`src/rtl/mult_div.sv`:
```
// Iterative 32x32 multiply / divide unit with HI/LO result registers.
// 33 cycles Start-to-result; Start ignored while Busy; HI/LO writes only while idle.
module mult_div (
  input  logic        clk,
  input  logic        reset,
  input  logic [31:0] A,
  input  logic [31:0] B,
  input  logic [1:0]  Op,
  input  logic        Start,
  input  logic        HI_Write,
  input  logic        LO_Write,
  input  logic [31:0] WData,
  output logic        Busy,
  output logic        Done,
  output logic [31:0] HI,
  output logic [31:0] LO
);

  typedef enum logic [1:0] {IDLE, CALC, FIX} state_t;

  state_t      state, state_nxt;
  logic [4:0]  cnt;
  logic [63:0] acc;
  logic [31:0] opnd;
  logic [31:0] a_lat, b_lat;
  logic [1:0]  op_lat;

  logic        is_div, is_sgn;
  logic [31:0] mag_a, mag_b;
  logic [32:0] mul_sum;
  logic [63:0] mul_nxt;
  logic [32:0] div_sh;
  logic [33:0] div_diff;
  logic        div_ge;
  logic [63:0] div_nxt;
  logic [63:0] prod_fix;
  logic [31:0] quo_fix, rem_fix;
  logic [31:0] res_hi, res_lo;

  assign is_div = op_lat[1];
  assign is_sgn = ~op_lat[0];
  assign Busy   = (state != IDLE);

  // Magnitudes of the live inputs; 0x80000000 negates to itself, i.e. unsigned 2^31
  assign mag_a = (~Op[0] && A[31]) ? -A : A;
  assign mag_b = (~Op[0] && B[31]) ? -B : B;

  // Shift-add step: acc = {partial product, remaining multiplier bits}
  assign mul_sum = {1'b0, acc[63:32]} + (acc[0] ? {1'b0, opnd} : 33'd0);
  assign mul_nxt = {mul_sum, acc[31:1]};

  // Restoring step: acc = {remainder, dividend bits / quotient bits}
  assign div_sh   = {acc[63:32], acc[31]};
  assign div_diff = {1'b0, div_sh} - {2'b00, opnd};
  assign div_ge   = ~div_diff[33];
  assign div_nxt  = {(div_ge ? div_diff[31:0] : div_sh[31:0]), acc[30:0], div_ge};

  always_comb begin
    prod_fix = (is_sgn && (a_lat[31] ^ b_lat[31])) ? -acc : acc;
    quo_fix  = (is_sgn && (a_lat[31] ^ b_lat[31])) ? -acc[31:0] : acc[31:0];
    rem_fix  = (is_sgn && a_lat[31]) ? -acc[63:32] : acc[63:32];
    res_hi   = prod_fix[63:32];
    res_lo   = prod_fix[31:0];
    if (is_div) begin
      if (b_lat == 32'd0) begin
        res_hi = a_lat;
        res_lo = 32'hFFFF_FFFF;
      end else begin
        res_hi = rem_fix;
        res_lo = quo_fix;
      end
    end
  end

  always_comb begin
    state_nxt = state;
    case (state)
      IDLE:    if (Start) state_nxt = CALC;
      CALC:    if (cnt == 5'd31) state_nxt = FIX;
      FIX:     state_nxt = IDLE;
      default: state_nxt = IDLE;
    endcase
  end

  always_ff @(posedge clk or negedge reset) begin
    if (!reset) begin
      state <= IDLE;
    end else begin
      state <= state_nxt;
    end
  end

  always_ff @(posedge clk or negedge reset) begin
    if (!reset) begin
      cnt    <= 5'd0;
      acc    <= 64'd0;
      opnd   <= 32'd0;
      a_lat  <= 32'd0;
      b_lat  <= 32'd0;
      op_lat <= 2'd0;
      HI     <= 32'd0;
      LO     <= 32'd0;
      Done   <= 1'b0;
    end else begin
      Done <= 1'b0;
      case (state)
        IDLE: begin
          if (HI_Write) HI <= WData;
          if (LO_Write) LO <= WData;
          if (Start) begin
            a_lat  <= A;
            b_lat  <= B;
            op_lat <= Op;
            cnt    <= 5'd0;
            if (Op[1]) begin
              acc  <= {32'd0, mag_a};
              opnd <= mag_b;
            end else begin
              acc  <= {32'd0, mag_b};
              opnd <= mag_a;
            end
          end
        end
        CALC: begin
          acc <= is_div ? div_nxt : mul_nxt;
          cnt <= cnt + 5'd1;
        end
        FIX: begin
          HI   <= res_hi;
          LO   <= res_lo;
          Done <= 1'b1;
        end
        default: ;
      endcase
    end
  end

endmodule
```
`config.mk`:
```
export PLATFORM = sky130hd
export DESIGN_NAME = mult_div
export DESIGN_NICKNAME = d
export VERILOG_FILES = /design/src/rtl/mult_div.sv
export SDC_FILE = /design/constraint.sdc
export NUM_CORES = 1
export LEC_CHECK = 0
export ABC_AREA = 1
export CELL_PAD_IN_SITES_DETAIL_PLACEMENT = 1
export CELL_PAD_IN_SITES_GLOBAL_PLACEMENT = 2
export CORE_MARGIN = 1.5
export CORE_UTILIZATION = 35
export CTS_BUF_LIST = sky130_fd_sc_hd__clkbuf_8
export DETAILED_ROUTE_END_ITERATION = 7
export HOLD_SLACK_MARGIN = 0.06
export PLACE_DENSITY_LB_ADDON = 0.1
export SYNTH_ARGS = -nofsm -noshare
export SYNTH_HDL_FRONTEND = slang
export SYNTH_SLANG_ARGS = --single-unit
export TNS_END_PERCENT = 50
```
`constraint.sdc`:
```
create_clock -name clk -period 4.28 [get_ports clk]
set_input_delay 0.856 -clock clk [delete_from_list [all_inputs] [get_ports clk]]
set_output_delay 0.856 -clock clk [all_outputs]
set_load 0.1 [all_outputs]
```
Word level (Yosys, flattened, before mapping)
Cells that the tools add are included.
{ "totals": {"reg_bits": 234, "inputBits": 103, "output_inout_bits": 66, "word_cells": 69} }
{ "classes": {"add_sub_neg": 8, "n_eq_ne": 7, "n_mux": 26, "bitwise_logic": 4, "n_reduce_logical": 14} }
{ "ops": {"columns": ["op", "count"], "rows": [
  ["$mux 32", 14],
  ["$mux 64", 3],
  ["$neg 32->32", 4],
  ["$pmux 32 s2", 2],
  ["$pmux 64 s2", 1],
  ["$neg 64->64", 1],
  ["$sub 33x32->34", 1],
  ["$add 32x32->33", 1],
  ["$logic_not 32->1", 1],
  ["$pmux 5 s2", 1],
  ["$reduce_and 2->1", 5],
  ["$ne 2x2->1 const B", 4],
  ["$reduce_bool 2->1", 3],
  ["$add 5x1->5 const B", 1],
  ["$eq 5x5->1 const B", 1],
  ["$mux 5", 1],
  ["$logic_and 1x1->1", 4],
  ["$mux 2", 2],
  ["$pmux 2 s2", 1],
  ["$not 1->1", 3],
  ["$eq 2x1->1 const B", 1],
  ["$eq 2x2->1 const B", 1],
  ["$logic_not 2->1", 1],
  ["$mux 1", 1],
  ["$xor 1x1->1", 1]
]} }

Depth between registers and ports, before layout
Gate-level depths: netlist of the first run.
{ "logic_depth": {"depth_word": 6, "mapped_depth": 21, "ltp_nobuf": 20} }

Worst setup path before layout of the first run
OpenSTA, ideal clock, no wires.
{ "synth_path": {"path_kind": "reg-to-reg", "startpoint": "reg acc[0]", "endpoint": "reg acc[62]", "setup_time_ns": 0.116, "t_arrival_ns": 2.190, "required_time_ns": 4.164, "slack_ns": 1.973, "path_stages_with_launch": 19, "path_buffers": 2, "period_less_slack_ns": 2.307, "path_cell_list": "dfrtp_1 buf_6 clkbuf_1 nand2_1 inv_1 ha_1 nand2_1 o21ai_0 nand2_1 nand2_1 nand2_1 nand2_1 nand2_1 nand3_1 nand3_1 nand2_1 inv_1 nand2_1 nand2_1"} }
{ "synth_between": {"elab_chain_cells": 4} }
{ "synth_rtl": {"columns": ["item", "line_no", "rtl"], "rows": [
  ["start: declaration", "23", "logic [63:0] acc;"],
  ["start signal: assignment", "116", "acc <= {32'd0, mag_a};"],
  ["start signal: assignment", "119", "acc <= {32'd0, mag_b};"],
  ["start signal: assignment", "125", "acc <= is_div ? div_nxt : mul_nxt;"],
  ["$mux 32", "49", "assign mul_sum = {1'b0, acc[63:32]} + (acc[0] ? {1'b0, opnd} : 33'd0);"],
  ["$add 32x32->33", "49", null],
  ["$mux 64", "125", null],
  ["$pmux 64 s2", "106", "case (state)"]
]} }
Every way passes these cells.
A chain may end at the register's enable or synchronous reset.

Worst setup path in the final report of the first run
{ "layout_path": {"startpoint": "reg state[1]", "endpoint": "out Busy"} }
{ "layout_between": {"elab_chain_cells": 1} }
{ "layout_rtl": {"columns": ["item", "line_no", "rtl"], "rows": [
  ["start: declaration", "21", "state_t state, state_nxt;"],
  ["start signal: assignment", "89", "state <= state_nxt;"],
  ["$reduce_bool 2->1", "42", "assign Busy = (state != IDLE);"],
  ["end: declaration", "13", "output logic Busy,"]
]} }
Every way passes these cells.

==> results.md, run 1 <==
| Result | Reported | Unit |
|:---|:---|:---|
| Outcome | finished clean | - |
| Standard-cell rows | 90 | - |
| Longest individual stage delay on the worst path | 1.00 | ns |
| Final #Nets | 3,840 | - |
| Timing startpoint of the critical path | state[1]$_DFFE_PN0P_ | - |
| Mapped Avg Cell Area | 6.03 | um^2 |
| Vias in the first global route | 25.1k | - |
| Period Utilization, post-route | 0.866 | - |
| Setup TNS | 0 | ns |
| GP Congestion | 0.967 | - |
| Total DRC errors in the routed layout | 0 | - |
| Overflow left after global routing | 0 | - |
| TritonCTS Sinks | 234 | - |
| Clock tree from TritonCTS | built | - |
| Synthesis-stage register bit count | 234 | - |
| Number of cells traversed by the worst register-to-register path | 17 | - |
| Yosys warning count | 0 | - |
| Post-CTS repair timing setup buffer count | 0 | - |
| Type of destination of the critical path | output pin | - |
| Area grow syn2layout | 16.6 | % |
| Topmost layer with routed signal wires | met5 | - |
| Die ar. | 0.0622 | mm^2 |
| Drt initial violations | 2,126 | - |
| Last element of the critical path | Busy | - |
| Length of routed met2 wiring | 47.3 | mm |
| Routed vias/inst | 5.58 | - |
| Count of pins over their slew limit | 0 | - |
| Critical path data required time | 3.42 | ns |
| Cells traversed along the worst timing path | nor2_1 -> inv_1 -> clkdlybuf4s50_1 | - |
| Number of non-filler instances in the completed layout | 4,482 | - |
| Pin count of the biggest net entering global routing | 106 | - |
| Startpoint type of the worst setup path | register | - |
| I/O pin count | 169 | - |
| Post-synthesis share of cell area spent on full adders, half adders and majority gates | 0.0431 | - |
| Unrepaired setup endpoints after global routing | no | - |
| Tightest Hold Check Type | input pin to async pin | - |
| CP max FO | 5 | - |
| Core outline area | 0.0601 | mm^2 |
| Number of maximum-capacitance violations | 0 | - |
| Total detailed-routing wirelength | 110 | mm |
| Top flip-flop cell by instance count after synthesis | sky130_fd_sc_hd__dfrtp_1 | - |
| Hold-fix buffer count after cts | 0 | - |
| Simple-Gate Fraction of Synth Area | 0.381 | - |
| Crit path DAT | 2.85 | ns |
| First drt pass iteration count | 5 | - |
| WP depth | 3 | - |
| Number of instances in the synthesized netlist | 3,524 | - |
| Number of flops mapped to enable cells by yosys | 0 | - |
| Cell count after placement | 4,397 | - |
| Share of the yosys chip area belonging to registers | 0.276 | - |
| Input/output buffers | 168 | - |
| DR WL/cell | 24.6 | um |
| Worst-Margin Slew | 1.06 | ns |
| Post-cts repair resize count | 0 | - |
| Combined area of all synthesized cells | 0.0212 | mm^2 |
| Final setup violation count | 0 | - |
| Number of H-tree levels | 2 | - |
| Share of final-layout standard cells stronger than drive strength 1 | 0.0492 | - |
| Commonest cells after routing, fill and taps aside | sky130_fd_sc_hd__nand2_1, sky130_fd_sc_hd__inv_1, sky130_fd_sc_hd__nor2_1 | - |
| Number of clock buffers inserted by TritonCTS | 48 | - |
| Die W | 249 | um |
| Cell at the root of the clock tree | sky130_fd_sc_hd__clkbuf_8 | - |
| Buffers and inverters on the worst path | 2 | - |
| Critical register-to-register path startpoint | acc[31]$_DFFE_PN0P_ | - |
| Overall routing resource usage | 0.346 | - |
| Critical path class | register to output pin | - |
| Portion of netlist area occupied by mux cells | 0 | - |
| Die height | 249 | um |
| Met1 Routed Length | 51.0 | mm |
| Number of hold violations in the final report | 0 | - |
| Final antenna-violating net count | 0 | - |
| First-pass GRT wire length | 162 | mm |
| Share of the synthesized netlist area taken by xor and xnor gates | 0.0371 | - |
| Leading cell type in the layout, fill and taps excluded | sky130_fd_sc_hd__nand2_1 | - |
| Register clock-pin slew on the reported worst setup and hold paths | 0.07 | ns |
| Top delay family on crit path | buffers and inverters | - |
| Dominant combinational cell family by area after synthesis | simple AND/OR/NAND/NOR gates | - |
| Worst R2R End | acc[60]$_DFFE_PN0P_ | - |
| Max stage delay cell, worst path | sky130_fd_sc_hd__clkdlybuf4s50_1 | - |
| Clock latency of the later-clocked register in the worst-skew pair | 0.70 | ns |
| DP HPWL | 89.6 | mm |
| Register-to-register setup slack | 1.00 | ns |
| Antenna violations before repair | 1 | - |
| Fill cell total of the finished layout | 8,147 | - |
| Share of synthesized flip-flops with an asynchronous set or reset | 1.00 | - |
| Timing-limited maximum frequency | 0.270 | GHz |
| Sum of met3 wire segment lengths after detailed routing | 7.65 | mm |
| Total via count in the routed design | 25.0k | - |
| Compound-Gate Fraction of Synth Area | 0.161 | - |
| Net Count, Synth | 3,699 | - |
| Initial Utilization | 0.353 | - |
| Count of cell types in the netlist | 52 | - |
| Worst clock skew | 0.0705 | ns |
| Core Util, Final | 0.412 | - |
| Maximum buffer depth of the clock tree | 3 | - |
| Worst slew margin | 0.292 | - |
| Minimum period implied by the final worst setup slack | 3.71 | ns |
==> synth_stat cells, drive strengths merged (2+ instances only) <==
cell type | number | share of area
a21boi | 15 | 0.0053
a21oi | 250 | 0.060
a22o | 2 | 0.00083
a22oi | 14 | 0.0049
a31oi | 7 | 0.0021
and2 | 2 | 0.00059
and3 | 2 | 0.00059
buf | 37 | 0.010
clkbuf | 91 | 0.016
clkinv | 5 | 0.00088
dfrtp | 234 | 0.28
fa | 2 | 0.0019
ha | 70 | 0.041
inv | 424 | 0.075
nand2 | 1083 | 0.19
nand3 | 304 | 0.072
nand3b | 14 | 0.0049
nand4 | 51 | 0.015
nor2 | 446 | 0.083
nor3 | 31 | 0.0083
nor4 | 3 | 0.0016
o211ai | 29 | 0.010
o21ai | 299 | 0.071
o21bai | 5 | 0.0018
o221ai | 6 | 0.0025
o31ai | 3 | 0.0011
xnor2 | 15 | 0.0062
xor2 | 75 | 0.031
==> cells by family (layout without fill, tap and decap cells) <==
group | count (synthesis) | after routing
simple gates | 1937 | 1937
fa+ha+maj | 72 | 72
xor+xnor | 90 | 90
buf+inv | 557 | 732
flops | 234 | 234
compound gates | 634 | 634
other cells | 0 | 1
==> per-stage QoR <==
step	hold WS, ns	cell area (um^2)	setup slack [ns]
floorplan	0.444	21200	1.97
global placement	0.467	23800	0.896
detailed placement	0.473	23800	0.855
CTS	0.217	24800	0.500
global route	0.248	24800	0.517
finish	0.173	24800	0.574
==> worst reg2reg max path, cell delays in order, from the launching register on <==
cell and delay (ns):
sky130_fd_sc_hd__dfrtp_1 0.47, sky130_fd_sc_hd__inv_1 0.13, sky130_fd_sc_hd__ha_1 0.20, sky130_fd_sc_hd__inv_1 0.10, sky130_fd_sc_hd__fa_1 0.49, sky130_fd_sc_hd__nand3_1 0.13, sky130_fd_sc_hd__nand2_1 0.17, sky130_fd_sc_hd__nand2_1 0.10
sky130_fd_sc_hd__nand2_1 0.19, sky130_fd_sc_hd__nand2_1 0.12, sky130_fd_sc_hd__nand2_1 0.17, sky130_fd_sc_hd__nand2_1 0.16, sky130_fd_sc_hd__nand2_1 0.07, sky130_fd_sc_hd__nand2_1 0.05, sky130_fd_sc_hd__nand3_1 0.23, sky130_fd_sc_hd__nand2_1 0.29
sky130_fd_sc_hd__nand2_1 0.08, sky130_fd_sc_hd__nand2_1 0.06
==> cell type report <==
type / count / area, um^2 / area share
sequential: 234 / 5860 / 0.237
clock inverter: 25 / 170 / 0.00687
tap: 782 / 978 / 0.0395
timing repair buffer: 219 / 2080 / 0.0841
clock buffer: 59 / 812 / 0.0328
antenna: 1 / 2.50 / 0.000101
inverter: 429 / 1610 / 0.0651
multi-input combinational: 2733 / 13300 / 0.535
==> registers in the layout, indices dropped and copies added, names as in the netlist <==
register / cells
a_lat: 32
op_lat: 2
Done: 1
LO: 32
b_lat: 32
state: 2
opnd: 32
acc: 64
HI: 32
cnt: 5
==> worst min path at each step <==
| stage | startpoint | end | slack [ns] | cells after the start |
|---|---|---|---|---|
| 2_1_floorplan | a_lat[7]$_DFFE_PN0P_ | a_lat[7]$_DFFE_PN0P_ | 0.44 | 2 |
| 3_3_place_gp | b_lat[1]$_DFFE_PN0P_ | b_lat[1]$_DFFE_PN0P_ | 0.47 | 2 |
| 3_5_place_dp | b_lat[2]$_DFFE_PN0P_ | b_lat[2]$_DFFE_PN0P_ | 0.47 | 2 |
| 4_1_cts | reset | acc[60]$_DFFE_PN0P_ | 0.22 | 1 |
| 5_1_grt | reset | acc[60]$_DFFE_PN0P_ | 0.25 | 1 |
| 6_report | reset | acc[60]$_DFFE_PN0P_ | 0.17 | 1 |
==> per-layer routing <==
metal,GRT usage,vias up
li1,-,11652
met1,0.488,12316
met2,0.531,860
met3,0.0565,163
met4,0.126,2
met5,0,-
Power of run 1 is left out: the tool's default activity adds up to more than one toggle a clock period on the data nets, which glitch-free logic cannot reach.
==> inputs of run 2 (changes only) <==
CAP_MARGIN = 20   (was default)
CORE_UTILIZATION = 33   (was 35)
PLACE_DENSITY = 0.84   (was default)
PLACE_DENSITY_LB_ADDON = default   (was 0.1)
clock period = 4 ns   (was 4.28 ns; I/O delays follow)
==> run 2 against run 1 <==
Count of clock-buffer cells in the layout increased by 1. Sequential cell count is the same. Global-route usage fell by 3.4 points. Critical path type unchanged. Highest routed layer is now met4.
==> results.md, run 2 (synthesis results as in run 1) <==
| Result | Reported | Unit | Delta |
|:---|:---|:---|:---|
| Drt initial violations | 2,097 | - | -1.4% |
| Unrepaired setup endpoints after global routing | no | - |  |
| Dpl ws | 0.740 | ns | -0.115 ns |
| Number of clock buffers inserted by TritonCTS | 49 | - | +2.1% |
| Routed vias/inst | 5.41 | - | -3.1% |
| Die ar. | 0.0659 | mm^2 | +6.0% |
| Longest individual stage delay on the worst path | 1.12 | ns | +0.12 ns |
| P_leak | 0.0122 | uW |  |
| Register clock-pin slew on the reported worst setup and hold paths | 0.06 | ns | about the same |
| Highest ir drop seen on vdd | 318 | uV |  |
| Worst min-delay path startpoint | LO[19]$_DFFE_PN0P_ | - |  |
| Number of hold violations in the final report | 0 | - | unchanged |
| Cell at the root of the clock tree | sky130_fd_sc_hd__clkbuf_8 | - |  |
| Crit path DAT | 2.51 | ns | -0.34 ns |
| Timing-limited maximum frequency | 0.302 | GHz |  |
| Max stage delay cell, worst path | sky130_fd_sc_hd__clkdlybuf4s50_1 | - |  |
| Critical path data required time | 3.20 | ns | -0.22 ns |
| Worst clock skew | 0.0571 | ns | -0.0134 ns |
| First-pass GRT wire length | 156 | mm | -3.5% |
| Minimum period implied by the final worst setup slack | 3.31 | ns |  |
| DP HPWL | 83.4 | mm | -7.0% |
| Total via count in the routed design | 24.6k | - | -1.7% |
| PD cells | 1090 | mW/mm^2 |  |
| Period Utilization, post-route | 0.827 | - |  |
| Clock tree from TritonCTS | built | - |  |
| Post-CTS repair timing setup buffer count | 0 | - | unchanged |
| Share of final-layout standard cells stronger than drive strength 1 | 0.0484 | - | -0.000785 |
| Overflow left after global routing | 0 | - | unchanged |
| TritonCTS Sinks | 234 | - | unchanged |
| Die W | 257 | um | +3.0% |
| Overall routing resource usage | 0.312 | - | -0.0343 |
| Top delay family on crit path | buffers and inverters | - |  |
| Commonest cells after routing, fill and taps aside | sky130_fd_sc_hd__nand2_1, sky130_fd_sc_hd__inv_1, sky130_fd_sc_hd__nor2_1 | - |  |
| Final #Nets | 3,837 | - | -0.078% |
| Proportion of power drawn by flip-flops and latches | 0.188 | - |  |
| Vias in the first global route | 24.4k | - | -2.8% |
| Post-cts repair resize count | 0 | - | unchanged |
| Tightest Hold Check Type | register to register | - |  |
| First drt pass iteration count | 5 | - | unchanged |
| Worst-Margin Slew | 1.09 | ns | +0.0249 ns |
| Input/output buffers | 168 | - | unchanged |
| Leading cell type in the layout, fill and taps excluded | sky130_fd_sc_hd__nand2_1 | - |  |
| Total detailed-routing wirelength | 104 | mm | -5.7% |
| Cells traversed along the worst timing path | nor2_1 -> inv_1 -> clkdlybuf4s50_1 | - |  |
| Number of maximum-capacitance violations | 0 | - | unchanged |
| Type of destination of the critical path | output pin | - |  |
| Final setup violation count | 0 | - | unchanged |
| Startpoint type of the worst setup path | register | - |  |
| Total power draw | 27,100 | uW |  |
| Largest register by flop count | acc | - |  |
| CP max FO | 5 | - | unchanged |
| Worst slew margin | 0.267 | - | -0.0242 |
| Maximum buffer depth of the clock tree | 3 | - | unchanged |
| Buffers and inverters on the worst path | 2 | - | unchanged |
| Outcome | finished clean | - |  |
| Critical path class | register to output pin | - |  |
| Core outline area | 0.0633 | mm^2 | +5.3% |
| Power share of the clock group | 0.103 | - |  |
| Clock latency of the later-clocked register in the worst-skew pair | 0.68 | ns | -0.02 ns |
| Total DRC errors in the routed layout | 0 | - | unchanged |
| Die height | 257 | um | +3.0% |
| Flip-flop count of the largest register, all copies and words added | 64 | - | unchanged |
| Number of H-tree levels | 2 | - | unchanged |
| Initial Utilization | 0.335 | - | -0.0177 |
| Timing startpoint of the critical path | state[1]$_DFFE_PN0P_ | - |  |
| Setup slack of the critical path after layout | 0.693 | ns | +0.119 ns |
| Hold-fix buffer count after cts | 1 | - | +1 |
| Switching power summed over all nets | 16,400 | uW |  |
| Count of pins over their slew limit | 0 | - | unchanged |
| Pin count of the biggest net entering global routing | 108 | - | +1.9% |
| Setup TNS | 0 | ns | unchanged |
| I/O pin count | 169 | - | unchanged |
| DR WL/cell | 22.9 | um | -7.0% |
| Antenna violations before repair | 3 | - | +2 |
| GP Congestion | 0.947 | - | -2.0% |
| Switching fraction of total power | 0.606 | - |  |
| Fill cell total of the finished layout | 8,471 | - | +4.0% |
| Power share of the combinational group | 0.710 | - |  |
| Area grow syn2layout | 17.2 | % |  |
| Standard-cell rows | 92 | - | +2.2% |
| Internal Power | 10,700 | uW |  |
| Final antenna-violating net count | 0 | - | unchanged |
| Critical register-to-register path startpoint | acc[0]$_DFFE_PN0P_ | - |  |
## run 2: tightest hold or removal path, delay by kind of cell (launching register included)
family / cells / cell delay [ns]
compound gates: 1 / 0.06
flops: 1 / 0.34
simple gates: 1 / 0.05
## run 2: power groups by stage
stage          clock network, uW  registers, uW  logic (uW)
6_report                    2780           5100       19200
5_1_grt                     2930           5180       21100
4_1_cts                     2830           5050       19000
3_5_place_dp                   0           5080       18900
3_3_place_gp                   0           5050       18700
2_1_floorplan                  0           6620       11000
## run 2: layer usage
| layer | routed length, um | part of all wire | track usage | up-vias |
|---|---|---|---|---|
| met3 | 7070 | 0.068 | 0.0457 | 155 |
| li1 | - | - | - | 11653 |
| met1 | 47800 | 0.46 | 0.444 | 11990 |
| met5 | 0 | 0 | 0 | - |
| met4 | 3750 | 0.036 | 0.105 | 0 |
| met2 | 45200 | 0.44 | 0.480 | 767 |
## run 2: layout make-up
type,instances,area [um^2],share of cell area
Sequential cell,234,5860,0.235
Clock inverter,26,198,0.00794
Clock buffer,60,826,0.0332
Timing Repair Buffer,215,2080,0.0836
Tap cell,846,1060,0.0425
Antenna cell,1,2.50,0.000101
Multi-Input combinational cell,2733,13300,0.533
Inverter,429,1610,0.0648
## run 2: final timing paths
| kind | cells past startpoint | to | slack, ns |
|---|---|---|---|
| setup / recovery | 3 | Busy | 0.69 |
| hold / removal | 2 | LO[19]$_DFFE_PN0P_ | 0.48 |
| setup reg to reg | 19 | acc[61]$_DFFE_PN0P_ | 0.79 |
| hold reg to reg | 2 | LO[19]$_DFFE_PN0P_ | 0.48 |
| max in group asynchronous | 3 | a_lat[25]$_DFFE_PN0P_ | 2.46 |
| min in group asynchronous | 2 | b_lat[25]$_DFFE_PN0P_ | 0.62 |
## run 2: stage by stage
stage,instances,hold WS (ns),util,area (um^2)
floorplan,3524,0.444,-,21200
finish,4544,0.483,0.393,24900
global route,4544,0.516,0.393,24900
global placement,4456,0.465,0.377,23800
detailed placement,4456,0.474,0.377,23800
CTS,4543,0.488,0.393,24900
Power figures use the tool's default switching activity.
==> inputs of run 3 (changes only) <==
CORE_UTILIZATION = 30   (was 33)
PLACE_DENSITY = 0.8   (was 0.84)
clock period = 2.9 ns   (was 4 ns; I/O delays follow)
==> run 3 against run 2 <==
Count of clock-buffer cells in the layout up 4. Via count up 2.4%. Sequential power up 34%. Critical path depth up 9. Core utilization down 1.8 points. Clock power up 42%. Non-clock buffer count up 158. Cell count up 5.5%. Setup slack worse by 0.58 ns. Clock skew down 0.011 ns. Hold slack worse by 0.042 ns. Critical path type is now register to register. Largest cell class unchanged.
==> results.md, run 3 (synthesis results as in run 1) <==
| Result | Reported | Unit | Delta |
|:---|:---|:---|:---|
| Timing-limited maximum frequency | 0.359 | GHz |  |
| Proportion of power drawn by flip-flops and latches | 0.174 | - | -0.014 |
| Cell at the root of the clock tree | sky130_fd_sc_hd__clkbuf_8 | - |  |
| Period Utilization, post-route | 0.959 | - |  |
| Worst clock skew | 0.0462 | ns | -0.0109 ns |
| Number of clock buffers inserted by TritonCTS | 47 | - | -4.1% |
| Switching power summed over all nets | 23,400 | uW | +42% |
| Type of destination of the critical path | register | - |  |
| Final setup violation count | 0 | - | unchanged |
| Worst slew margin | 0.467 | - | +0.199 |
| Dpl ws | -0.0211 | ns | -0.761 ns |
| Die height | 269 | um | +4.8% |
| Flip-flop count of the largest register, all copies and words added | 64 | - | unchanged |
| Count of pins over their slew limit | 0 | - | unchanged |
| Number of non-filler instances in the completed layout | 4,796 | - | +5.5% |
| I/O pin count | 169 | - | unchanged |
| Outcome | finished clean | - |  |
| P_leak | 0.0131 | uW | +7.1% |
| Worst hold slack after final layout | 0.441 | ns | -0.0419 ns |
| Share of final-layout standard cells stronger than drive strength 1 | 0.109 | - | +0.0603 |
| Crit path DAT | 3.31 | ns | +0.80 ns |
| Power share of the combinational group | 0.726 | - | +0.016 |
| Vias in the first global route | 25.0k | - | +2.6% |
| Register clock-pin slew on the reported worst setup and hold paths | 0.06 | ns | about the same |
| Antenna violations before repair | 1 | - | -2 |
| Highest ir drop seen on vdd | 739 | uV | +130% |
| Worst-Margin Slew | 0.799 | ns | -0.289 ns |
| Input/output buffers | 168 | - | unchanged |
| Commonest cells after routing, fill and taps aside | sky130_fd_sc_hd__nand2_1, sky130_fd_sc_hd__inv_1, sky130_fd_sc_hd__nor2_1 | - |  |
| Clock latency of the later-clocked register in the worst-skew pair | 0.66 | ns | -0.02 ns |
| PD cells | 1490 | mW/mm^2 | +37% |
| Startpoint type of the worst setup path | register | - |  |
| DP HPWL | 89.6 | mm | +7.4% |
| Power share of the clock group | 0.100 | - | -0.003 |
| Total via count in the routed design | 25.2k | - | +2.4% |
| Initial Utilization | 0.303 | - | -0.0322 |
| Pin count of the biggest net entering global routing | 89 | - | -18% |
| Total detailed-routing wirelength | 110 | mm | +5.8% |
| Largest register by flop count | acc | - |  |
| Setup slack of the critical path after layout | 0.118 | ns | -0.575 ns |
| Leading cell type in the layout, fill and taps excluded | sky130_fd_sc_hd__nand2_1 | - |  |
| Internal Power | 15,900 | uW | +49% |
| Cell count after placement | 4,704 | - | +5.6% |
| Critical path data required time | 3.43 | ns | +0.23 ns |
| Number of H-tree levels | 2 | - | unchanged |
| Drt initial violations | 2,211 | - | +5.4% |
| First drt pass iteration count | 5 | - | unchanged |
| Number of maximum-capacitance violations | 0 | - | unchanged |
| Standard-cell rows | 97 | - | +5.4% |
| CP max FO | 17 | - | +12 |
| GP Congestion | 0.971 | - | +2.5% |
| Minimum period implied by the final worst setup slack | 2.78 | ns |  |
| Tightest Hold Check Type | input pin to async pin | - |  |
| Overflow left after global routing | 0 | - | unchanged |
| DR WL/cell | 22.9 | um | +0.26% |
| Total power draw | 39,300 | uW | +45% |
| TritonCTS Sinks | 234 | - | unchanged |
| Setup TNS | 0 | ns | unchanged |
| First-pass GRT wire length | 162 | mm | +3.6% |
| Die W | 269 | um | +4.8% |
| Maximum buffer depth of the clock tree | 3 | - | unchanged |
| Number of hold violations in the final report | 0 | - | unchanged |
| Switching fraction of total power | 0.595 | - | -0.0116 |
| Critical path class | register to register | - |  |
| Clock tree from TritonCTS | built | - |  |
| Final #Nets | 3,993 | - | +4.1% |
| Total DRC errors in the routed layout | 0 | - | unchanged |
| Final antenna-violating net count | 0 | - | unchanged |
| Area grow syn2layout | 23.8 | % |  |
| Routed vias/inst | 5.25 | - | -3.0% |
| Core outline area | 0.0700 | mm^2 | +11% |
| Die ar. | 0.0724 | mm^2 | +9.9% |
| Overall routing resource usage | 0.301 | - | -0.0112 |
-- run 3: cell types whose count changed in the layout (fill, tap and decap cells not counted), moves of 4 or more --
cell                              delta
sky130_fd_sc_hd__buf_12             +12
sky130_fd_sc_hd__a21oi_2             +5
sky130_fd_sc_hd__clkdlybuf4s50_1    -66
sky130_fd_sc_hd__buf_4             +211
sky130_fd_sc_hd__a21oi_1             -5
sky130_fd_sc_hd__clkbuf_8            +4
-- run 3: path summary, 6_finish.rpt --
check	endpoint	cells after the start	slack, ns	startpoint
min in group clk	b_lat[0]$_DFFE_PN0P_	2	0.48	b_lat[0]$_DFFE_PN0P_
min reg2reg	b_lat[0]$_DFFE_PN0P_	2	0.48	b_lat[0]$_DFFE_PN0P_
max reg2reg	LO[30]$_DFFE_PN0P_	12	0.12	acc[0]$_DFFE_PN0P_
max in group asynchronous	acc[52]$_DFFE_PN0P_	3	1.58	reset
min	LO[18]$_DFFE_PN0P_	2	0.44	reset
max	LO[30]$_DFFE_PN0P_	12	0.12	acc[0]$_DFFE_PN0P_
-- run 3: power groups by stage --
stage / sequential, uW / clock, uW / combinational (uW)
finish: 6830 / 3940 / 28500
global route: 6950 / 4120 / 31100
CTS: 6750 / 4020 / 28000
detailed placement: 6790 / 0 / 27800
global placement: 6760 / 0 / 27500
floorplan: 9130 / 0 / 15200
-- run 3: layout make-up --
type,count,area [um^2]
Inverter,429,1610
Timing Repair Buffer,373,3270
Sequential cell,234,5860
Tap cell,940,1180
Antenna cell,2,5.00
Clock inverter,21,175
Clock buffer,64,881
Multi-Input combinational cell,2733,13300
Fill cell,9293,43700
-- run 3: metrics by stage --
stage	instance area, um^2	util
3_5_place_dp	25100	0.358
6_report	26300	0.375
3_3_place_gp	25100	0.358
2_1_floorplan	21200	-
4_1_cts	26200	0.374
5_1_grt	26300	0.375
-- run 3: what timing repair did --
item	CTS	global route
hold buffers	1	0
buffers inserted	0	3
gates resized for setup	0	19
endpoints found under the hold margin	41	0
setup endpoints to repair	0	28
-- run 3: routing by layer --
metal,part of all wire,track usage,up-vias
li1,-,-,11944
met1,0.47,0.432,12261
met2,0.44,0.461,792
met3,0.063,0.0426,160
met4,0.034,0.0961,0
met5,0,0,-
-- run 3: worst max-delay path: stages (launching register included) --
cell and delay (ns):
sky130_fd_sc_hd__dfrtp_2 0.45, sky130_fd_sc_hd__buf_12 0.14, sky130_fd_sc_hd__clkbuf_16 0.18, sky130_fd_sc_hd__inv_2 0.10
sky130_fd_sc_hd__ha_1 0.19, sky130_fd_sc_hd__nand3_1 0.17, sky130_fd_sc_hd__nor2_1 0.26, sky130_fd_sc_hd__nand4_1 0.19
sky130_fd_sc_hd__nand2_1 0.31, sky130_fd_sc_hd__xor2_1 0.18, sky130_fd_sc_hd__nand2_1 0.18, sky130_fd_sc_hd__a21oi_1 0.22
sky130_fd_sc_hd__o21ai_1 0.07
